[src/rtl/cnn_pkg.sv]
// Shared types and helpers for the conv pipeline stages.
package cnn_pkg;

  localparam int unsigned FEATURE_WIDTH = 16;

  typedef logic signed [FEATURE_WIDTH-1:0] feature_t;

  typedef enum logic {
    POOL_MAX = 1'b0,
    POOL_AVG = 1'b1
  } pool_mode_e;

  // Address/counter width that never collapses to zero bits.
  function automatic int unsigned clog2_min1(input int unsigned n);
    return (n > 1) ? $clog2(n) : 1;
  endfunction

endpackage

[src/rtl/pool_line_buffer.sv]
// Single write / single read register array holding the pooled row pairs.
// Reads are combinational, so a read of the slot being written returns the old word.
module pool_line_buffer
  import cnn_pkg::*;
#(
  parameter int unsigned DEPTH  = 14,
  parameter int unsigned WIDTH  = 102,
  localparam int unsigned ADDR_W = clog2_min1(DEPTH)
) (
  input  logic              clk,
  input  logic              wr_en,
  input  logic [ADDR_W-1:0] wr_addr,
  input  logic [WIDTH-1:0]  wr_data,
  input  logic [ADDR_W-1:0] rd_addr,
  output logic [WIDTH-1:0]  rd_data
);

  logic [WIDTH-1:0] mem_q [DEPTH];

  // Storage write; contents need no reset because every slot is written before it is read.
  always_ff @(posedge clk) begin
    if (wr_en) begin
      mem_q[wr_addr] <= wr_data;
    end
  end

  assign rd_data = mem_q[rd_addr];

endmodule

[src/rtl/pool2d_stream.sv]
// 2x2 stride-2 pooling over a raster pixel stream, all channels in parallel.
// Even rows store the horizontal pair result per column pair; odd rows combine it
// with the current pair and emit one pooled pixel.
module pool2d_stream
  import cnn_pkg::*;
#(
  parameter int unsigned DATA_WIDTH   = 16,
  parameter int unsigned NUM_CHANNELS = 6,
  parameter int unsigned NUM_COLUMNS  = 28,
  parameter int unsigned NUM_ROWS     = 28,
  parameter pool_mode_e  POOL_MODE    = POOL_MAX
) (
  input  logic                         i_clk,
  input  logic                         i_rst_n,
  input  logic                         i_valid,
  input  logic signed [DATA_WIDTH-1:0] i_features [NUM_CHANNELS],
  input  logic                         i_flush,
  output logic                         o_valid,
  output logic signed [DATA_WIDTH-1:0] o_features [NUM_CHANNELS],
  output logic                         o_last
);

  localparam int unsigned COL_W     = clog2_min1(NUM_COLUMNS);
  localparam int unsigned ROW_W     = clog2_min1(NUM_ROWS);
  localparam int unsigned LB_DEPTH  = NUM_COLUMNS / 2;
  localparam int unsigned LB_ADDR_W = clog2_min1(LB_DEPTH);
  localparam int unsigned HW        = DATA_WIDTH + 1;
  localparam int unsigned VW        = DATA_WIDTH + 2;
  localparam int unsigned LB_W      = NUM_CHANNELS * HW;

  // Frame geometry must tile exactly into 2x2 windows.
  if ((NUM_COLUMNS % 2) != 0 || NUM_COLUMNS < 2) begin : g_bad_columns
    $error("pool2d_stream: NUM_COLUMNS must be even and at least 2");
  end
  if ((NUM_ROWS % 2) != 0 || NUM_ROWS < 2) begin : g_bad_rows
    $error("pool2d_stream: NUM_ROWS must be even and at least 2");
  end

  logic [COL_W-1:0]             col_q;
  logic [ROW_W-1:0]             row_q;
  logic signed [DATA_WIDTH-1:0] hreg_q [NUM_CHANNELS];

  logic                         accept;
  logic                         col_odd;
  logic                         row_odd;
  logic                         col_last;
  logic                         row_last;
  logic [LB_ADDR_W-1:0]         lb_addr;
  logic                         lb_wr_en;
  logic [LB_W-1:0]              lb_wr_data;
  logic [LB_W-1:0]              lb_rd_data;
  logic [NUM_CHANNELS*DATA_WIDTH-1:0] res_flat;

  assign accept   = i_valid & ~i_flush;
  assign col_odd  = col_q[0];
  assign row_odd  = row_q[0];
  assign col_last = (col_q == COL_W'(NUM_COLUMNS - 1));
  assign row_last = (row_q == ROW_W'(NUM_ROWS - 1));
  assign lb_addr  = LB_ADDR_W'(col_q >> 1);
  assign lb_wr_en = accept & col_odd & ~row_odd;

  pool_line_buffer #(
    .DEPTH (LB_DEPTH),
    .WIDTH (LB_W)
  ) u_line_buffer (
    .clk     (i_clk),
    .wr_en   (lb_wr_en),
    .wr_addr (lb_addr),
    .wr_data (lb_wr_data),
    .rd_addr (lb_addr),
    .rd_data (lb_rd_data)
  );

  // Per-channel horizontal and vertical combine.
  for (genvar c = 0; c < NUM_CHANNELS; c++) begin : g_ch
    logic signed [DATA_WIDTH-1:0] px;
    logic signed [DATA_WIDTH-1:0] hr;
    logic signed [HW-1:0]         hcomb;
    logic signed [HW-1:0]         lb_h;
    logic signed [DATA_WIDTH-1:0] res;

    assign px   = i_features[c];
    assign hr   = hreg_q[c];
    assign lb_h = lb_rd_data[c*HW +: HW];

    if (POOL_MODE == POOL_MAX) begin : g_max
      // Max values stay in DATA_WIDTH; the extra buffer bit is just sign extension.
      logic signed [DATA_WIDTH-1:0] hmax;
      assign hmax  = (px > hr) ? px : hr;
      assign hcomb = HW'(hmax);
      assign res   = (lb_h > hcomb) ? DATA_WIDTH'(lb_h) : hmax;
    end else begin : g_avg
      // Four-pixel sum plus 2, arithmetic shift by 2: rounds half up, always fits DATA_WIDTH.
      assign hcomb = HW'(hr) + HW'(px);
      assign res   = DATA_WIDTH'((VW'(lb_h) + VW'(hcomb) + VW'(2)) >>> 2);
    end

    assign lb_wr_data[c*HW +: HW]             = hcomb;
    assign res_flat[c*DATA_WIDTH +: DATA_WIDTH] = res;
  end

  // Horizontal partner capture on even columns.
  always_ff @(posedge i_clk or negedge i_rst_n) begin
    if (!i_rst_n) begin
      for (int c = 0; c < NUM_CHANNELS; c++) begin
        hreg_q[c] <= '0;
      end
    end else if (accept && !col_odd) begin
      for (int c = 0; c < NUM_CHANNELS; c++) begin
        hreg_q[c] <= i_features[c];
      end
    end
  end

  // Raster position counters and registered pooled output.
  always_ff @(posedge i_clk or negedge i_rst_n) begin
    if (!i_rst_n) begin
      col_q   <= '0;
      row_q   <= '0;
      o_valid <= 1'b0;
      o_last  <= 1'b0;
      for (int c = 0; c < NUM_CHANNELS; c++) begin
        o_features[c] <= '0;
      end
    end else begin
      o_valid <= 1'b0;
      o_last  <= 1'b0;
      if (i_flush) begin
        col_q <= '0;
        row_q <= '0;
      end else if (i_valid) begin
        if (col_last) begin
          col_q <= '0;
          row_q <= row_last ? '0 : row_q + ROW_W'(1);
        end else begin
          col_q <= col_q + COL_W'(1);
        end
        if (col_odd && row_odd) begin
          o_valid <= 1'b1;
          o_last  <= row_last & col_last;
          for (int c = 0; c < NUM_CHANNELS; c++) begin
            o_features[c] <= res_flat[c*DATA_WIDTH +: DATA_WIDTH];
          end
        end
      end
    end
  end

endmodule

[config.mk]
export PLATFORM = sky130hd
export DESIGN_NAME = pool2d_stream
export DESIGN_NICKNAME = d
export VERILOG_FILES = /design/src/rtl/cnn_pkg.sv /design/src/rtl/pool_line_buffer.sv /design/src/rtl/pool2d_stream.sv
export SDC_FILE = /design/constraint.sdc
export NUM_CORES = 2
export LEC_CHECK = 0
export BUFFER_PORTS_ARGS = -buffer_cell sky130_fd_sc_hd__buf_2
export CAP_MARGIN = 20
export CORE_MARGIN = 2
export CORE_UTILIZATION = 35
export CTS_BUF_LIST = sky130_fd_sc_hd__clkbuf_16
export DETAILED_ROUTE_END_ITERATION = 8
export PLACE_DENSITY_LB_ADDON = 0.1
export SYNTH_ARGS = -nofsm -noshare
export SYNTH_HDL_FRONTEND = slang
export SYNTH_SLANG_ARGS = --single-unit
[constraint.sdc]
create_clock -name i_clk -period 12.5 [get_ports i_clk]
set_input_delay 2.5 -clock i_clk [delete_from_list [all_inputs] [get_ports i_clk]]
set_output_delay 2.5 -clock i_clk [all_outputs]
set_load 0.02 [all_outputs]
# == Yosys cells after proc, flatten, opt, wreduce, memory -nomap -nowiden ==
# Memory sizes are Yosys's and may differ from the RTL's.
# Cells that the tools add are included.
# classes
addsub,2
mux,27
n_eq_ne,2
order_cmp,12
n_bitwise,6
n_reduce_logical,7
# ops
cell,n
2-to-1 mux 16 bit,12
> comparator 17 x 16 -> 1 bit,6
> comparator 16 bit,6
2-to-1 mux 5 bit,7
"adder 5 x 1 -> 5 bit, second input constant",2
"== test 5 bit, second input constant",2
2-to-1 mux 1 bit,8
AND 1 bit,4
nonzero test 2 bit,2
AND reduction 3 bit,1
logical AND 1 bit,2
inverter 1 bit,2
AND reduction 2 bit,1
zero test 1 bit,1
# word_totals
n_memories,1
word_cells,73
ramBits,1428
register_bits,204
# memory_table
name,depth,width,read_ports,rd_clocked_by_memory_dff,wr,line_no,text
u_line_buffer.mem_q,14,102,1,0,1,pool_line_buffer.sv:18,logic [WIDTH-1:0] mem_q [DEPTH];

# == Longest topological paths before layout ==
# depth
depth_word,6
mapped_depth,20
ltp_nobuf,17

# == Modules after synthesis ==
# From an unflattened synthesis, not the netlist that was laid out.
# unflattened
cells_unflattened,3909
hier_area_um2,68260.5
# by_module_without_submodules
module,cells_per_inst,seq_area_each_um2,n_inst,area_per_inst_um2
pool_line_buffer,2290,42881.1,1,53864.2
pool2d_stream,1619,5104.9,1,14396.3

# == Worst setup path before layout ==
# No wires, ideal clock.
# synth_timing
path_type,input to register
start,in i_valid
end,mem u_line_buffer.mem_q[0][0] (enable)
setup_slack_ns,2.138
n_path_buf,1
arrival_time_ns,9.694
stages,5
required_time_ns,11.832
cell_sequence,clkbuf_1 nand2_1 nor4_1 nand2b_1 nor3_1
# synth_between
elab_chain_cells,5
# synth_rtl
item,line_no,text
start: declaration,pool2d_stream.sv:15,"input logic i_valid,"
AND 1 bit,pool2d_stream.sv:54,assign accept = i_valid & ~i_flush;
AND 1 bit (2 in series),pool2d_stream.sv:60,assign lb_wr_en = accept & col_odd & ~row_odd;
2-to-1 mux 1 bit,pool_line_buffer.sv:22,if (wr_en) begin
2-to-1 mux 1 bit (implied by the code),pool_line_buffer.sv:23,mem_q[wr_addr] <= wr_data;
end: declaration,pool_line_buffer.sv:18,
# No other way between the ends.

# == Final worst setup path ==
# layout_timing
start,in i_features[17] (netlist bit)
end,reg o_features[22] (netlist bit)
# layout_between
elab_chain_cells,4
# layout_rtl
item,line_no,text
start: declaration,pool2d_stream.sv:16,"input logic signed [DATA_WIDTH-1:0] i_features [NUM_CHANNELS],"
> comparator 16 bit,pool2d_stream.sv:89,assign hmax = (px > hr) ? px : hr;
2-to-1 mux 16 bit (*),pool2d_stream.sv:89,
> comparator 17 x 16 -> 1 bit,pool2d_stream.sv:91,assign res = (lb_h > hcomb) ? DATA_WIDTH'(lb_h) : hmax;
2-to-1 mux 16 bit (*),pool2d_stream.sv:91,
end signal: indexed assignment,pool2d_stream.sv:142,o_features[c] <= res_flat[c*DATA_WIDTH +: DATA_WIDTH];
end: declaration,pool2d_stream.sv:19,"output logic signed [DATA_WIDTH-1:0] o_features [NUM_CHANNELS],"
# Mark *: on every way between the ends. The rest lies on a longest branch, timed or not.
# A chain may end at the register's enable or synchronous reset.

==> impl_metrics.csv <==
group,metric,value,unit
setup_path,crit_type,"in -> reg",
timing,finalHoldViolations,0,
setup_path,r2r-start,"col_q[1]$_DFFE_PN0P_",
timing,rsz0062_at_grt,"false",
layout,final_layout_size_suffix_gt1_frac,0.238,
floorplan,fp.dieH,436,um
setup_path,cp_slowest_cell,"o311a_1",
clocking,cts_setup_buffers,0,
floorplan,rows,158,
setup_path,critPathLaunch,"i_features[17]",
logic_synthesis,yosys_register_bits,1548,
pwr,seqPwrFrac,0.495,
layout,fillers,16821,
logic_synthesis,synth.distinct_cells,70,
layout,layout_commonest_cell,"edfxtp_1",
hold_path,min_path_type,"reg -> reg",
clocking,cts_buffers,174,
place,pre_cts_ws,4.58,ns
drt,via_count,34289,
timing,final_max_slew_viol_count,0,
timing,maxSlewHeadroom,0.314,
clocking,clk_latency,0.81,ns
logic_synthesis,synthFlopType,"edfxtp_1",
pwr,p_int,0.00914,W
clocking,cts_tree,"built",
timing,worst_slack,5.67,ns
logic_synthesis,async_flop_share,0.132,
outcome,status,"completed",
drt,first_iter_violations,2449,
setup_path,crit_path_start_kind,"primary input",
clocking,cts_max_level,4,
clocking,holdBufCountCts,0,
logic_synthesis,syn_inst,3725,
setup_path,crit_arrival,7.47,ns
setup_path,end_kind,"flop",
clocking,ctsLongestPathBuffers,3,
drt,drc,0,
floorplan,coreArea,186000,um2
pwr,power_switching_share,0.253,
drt,drtAntennaViolNets,0,
timing,setup_viol,0,
pwr,p_switching,0.00310,W
logic_synthesis,synth_nets,4019,
logic_synthesis,synth-edff-count,1344,
layout,fin_cells,6614,
timing,max_clock_freq,146,MHz
logic_synthesis,netlist_area,65400,um2
pwr,clock_power_share,0.390,
global_routing,grt_use_total,0.179,
global_routing,grt_pass1_vias,36003,
logic_synthesis,synth_warnings,0,
logic_synthesis,synth_top_area_share,0.617,
clocking,cts-root-buf,"clkbuf_16",
floorplan,initial_core_util,0.353,
logic_synthesis,seq_area_frac_synth,0.695,
timing,min_period,6.83,ns
pwr,p_leak,26.0,nW
place,hpwl,95800,um
place,portBuffers,197,
layout,area_growth,14.2,%
job,cap_violations,0,
place,gp_congestion,0.766,
logic_synthesis,yosys-top-cells-area,"edfxtp_1, mux4_2, dfrtp_1",
timing,tightest_slew,1.03,ns
global_routing,antenna_found_initial,4,
pwr,p_per_area,164,nW/um2
floorplan,io_pins,198,
global_routing,grt_pass1_wl,252000,um
global_routing,grt_remaining_overflow,0,
timing,finClkSkew,0.0231,ns
floorplan,dieArea,190000,um2
pwr,power_frac_comb,0.116,
drt,wire_per_inst,25.7,um
setup_path,cpPeakStageDelay,0.94,ns
clocking,cts.sinks,1548,
floorplan,die_w,436,um
clocking,cts_resized,0,
timing,period_share,0.547,
layout,nNetsFinal,4278,
timing,setup_tns,0,ns
logic_synthesis,syn_avg_cell_area,17.6,um2
setup_path,crit_fanout,18,
drt,routed_via_density,5.18,
global_routing,grt_max_degree,124,
hold_path,worstHoldStart,"row_q[3]$_DFFE_PN0P_",
pwr,peakVddDrop,0.115,mV
drt,drtPass1Iterations,5,
place,dp.cells,6287,
clocking,cts.reportedPaths.clkPinSlew,0.06,ns
pwr,power.total,0.0122,W
setup_path,path_cells,"buf_2, ha_1, nor2b_1, o211ai_1, a2111oi_0, o311a_1, mux2i_1, ha_1, nand4_1, nor2_1, a221oi_1, o32a_1, nand2b_1, o211ai_1",
setup_path,worstPathRequired,13.14,ns
logic_synthesis,yosysTopAreaCell,"edfxtp_1",
drt,routed_wl,170000,um
layout,layout_common_cells,"edfxtp_1, mux4_2, nand2_1, inv_1, dfrtp_1",
-- flip-flops by register name (all words and copies together) (netlist names) --
name and flops:
g_ch.hr 96, row_q 5, o_last 1, o_features 96, col_q 5, u_line_buffer.mem_q 1344
o_valid 1
-- metrics by stage --
stage	hold slack, ns	area [um2]	utilization
after global routing	0.552	74700	0.403
final	0.502	74700	0.403
after CTS	0.506	74700	0.403
after detailed placement	0.498	69400	0.374
after floorplan	0.468	65400	-
after global placement	0.498	69400	0.374
-- power by group through the flow --
stage	Clock [W]	Combinational, W	Sequential [W]
3_5_place_dp	0	0.00144	0.00616
5_1_grt	0.00511	0.00161	0.00606
6_report	0.00477	0.00141	0.00605
2_1_floorplan	0	0.000955	0.00614
3_3_place_gp	0	0.00143	0.00616
4_1_cts	0.00491	0.00145	0.00605
-- cells in the mapped netlist, types with 7 or more instances --
cell type  count
mux2_2        88
and2_1        33
nor2_1        52
and4_1         8
nor3_1        14
mux4_2       363
dfrtp_1      204
buf_4         12
clkbuf_1      99
o21ai_0      165
edfxtp_1    1344
buf_2         42
o31ai_1       35
a31oi_1       31
nand2_1      282
o21ai_1       17
ha_1         194
and3_1         7
o21a_1        27
nand4_1       35
a21o_1        13
nand3_1       59
nor3b_1       17
a211oi_1       8
inv_1        180
mux2i_1       96
a21oi_1       87
o31a_1        17
o211ai_1      52
nand2b_1      34
nor2b_1       14
buf_1         19
-- area by class of cell --
type | count | area [um2] | share of cell area
Antenna cell | 1 | 2.50 | 0.0000335
Clock buffer | 175 | 4380 | 0.0586
Clock inverter | 150 | 915 | 0.0122
Inverter | 183 | 692 | 0.00926
Multi-Input combinational cell | 1815 | 18600 | 0.248
Sequential cell | 1548 | 45500 | 0.609
Tap cell | 2480 | 3100 | 0.0415
Timing Repair Buffer | 262 | 1600 | 0.0214
-- worst paths after layout --
check / endpoint / slack (ns) / cells past startpoint
max in group asynchronous: g_ch[3].hr[11]$_DFFE_PN0P_ / 8.89 / 3
max reg2reg: o_features[22]$_DFFE_PN0P_ / 6.49 / 12
max: o_features[22]$_DFFE_PN0P_ / 5.67 / 14
min in group asynchronous: g_ch[4].hr[6]$_DFFE_PN0P_ / 1.61 / 1
min reg2reg: row_q[3]$_DFFE_PN0P_ / 0.50 / 1
min: row_q[3]$_DFFE_PN0P_ / 0.50 / 1
-- critical path: cells and delay by family --
family | cells | cell delay [ns]
multiplexers | 1 | 0.57
adder cells (fa/ha/maj) | 2 | 0.65
AND/OR/NAND/NOR | 4 | 0.92
AO/OA/AOI/OAI | 6 | 2.71
buffers and inverters | 1 | 0.12
-- kinds of logic (layout without fill, tap and decap cells) --
logic type	Yosys count	count (layout)	share of synthesized area
compound gates	494	494	0.0473
fa+ha+maj	194	194	0.0371
buf+inv	362	770	0.0232
flops	1548	1548	0.695
mux	549	549	0.155
other cells	0	1	0
simple gates	578	578	0.0423
-- metal layers --
layer / share of wire / GRT usage / vias to the layer above / wire, um
li1: - / - / 15341 / -
met1: 0.45 / 0.241 / 18115 / 76000
met2: 0.50 / 0.304 / 591 / 85300
met3: 0.032 / 0.0251 / 242 / 5490
met4: 0.021 / 0.0444 / 0 / 3590
met5: 0 / 0 / - / 0
Note: power is estimated with default switching activity, not from simulation.
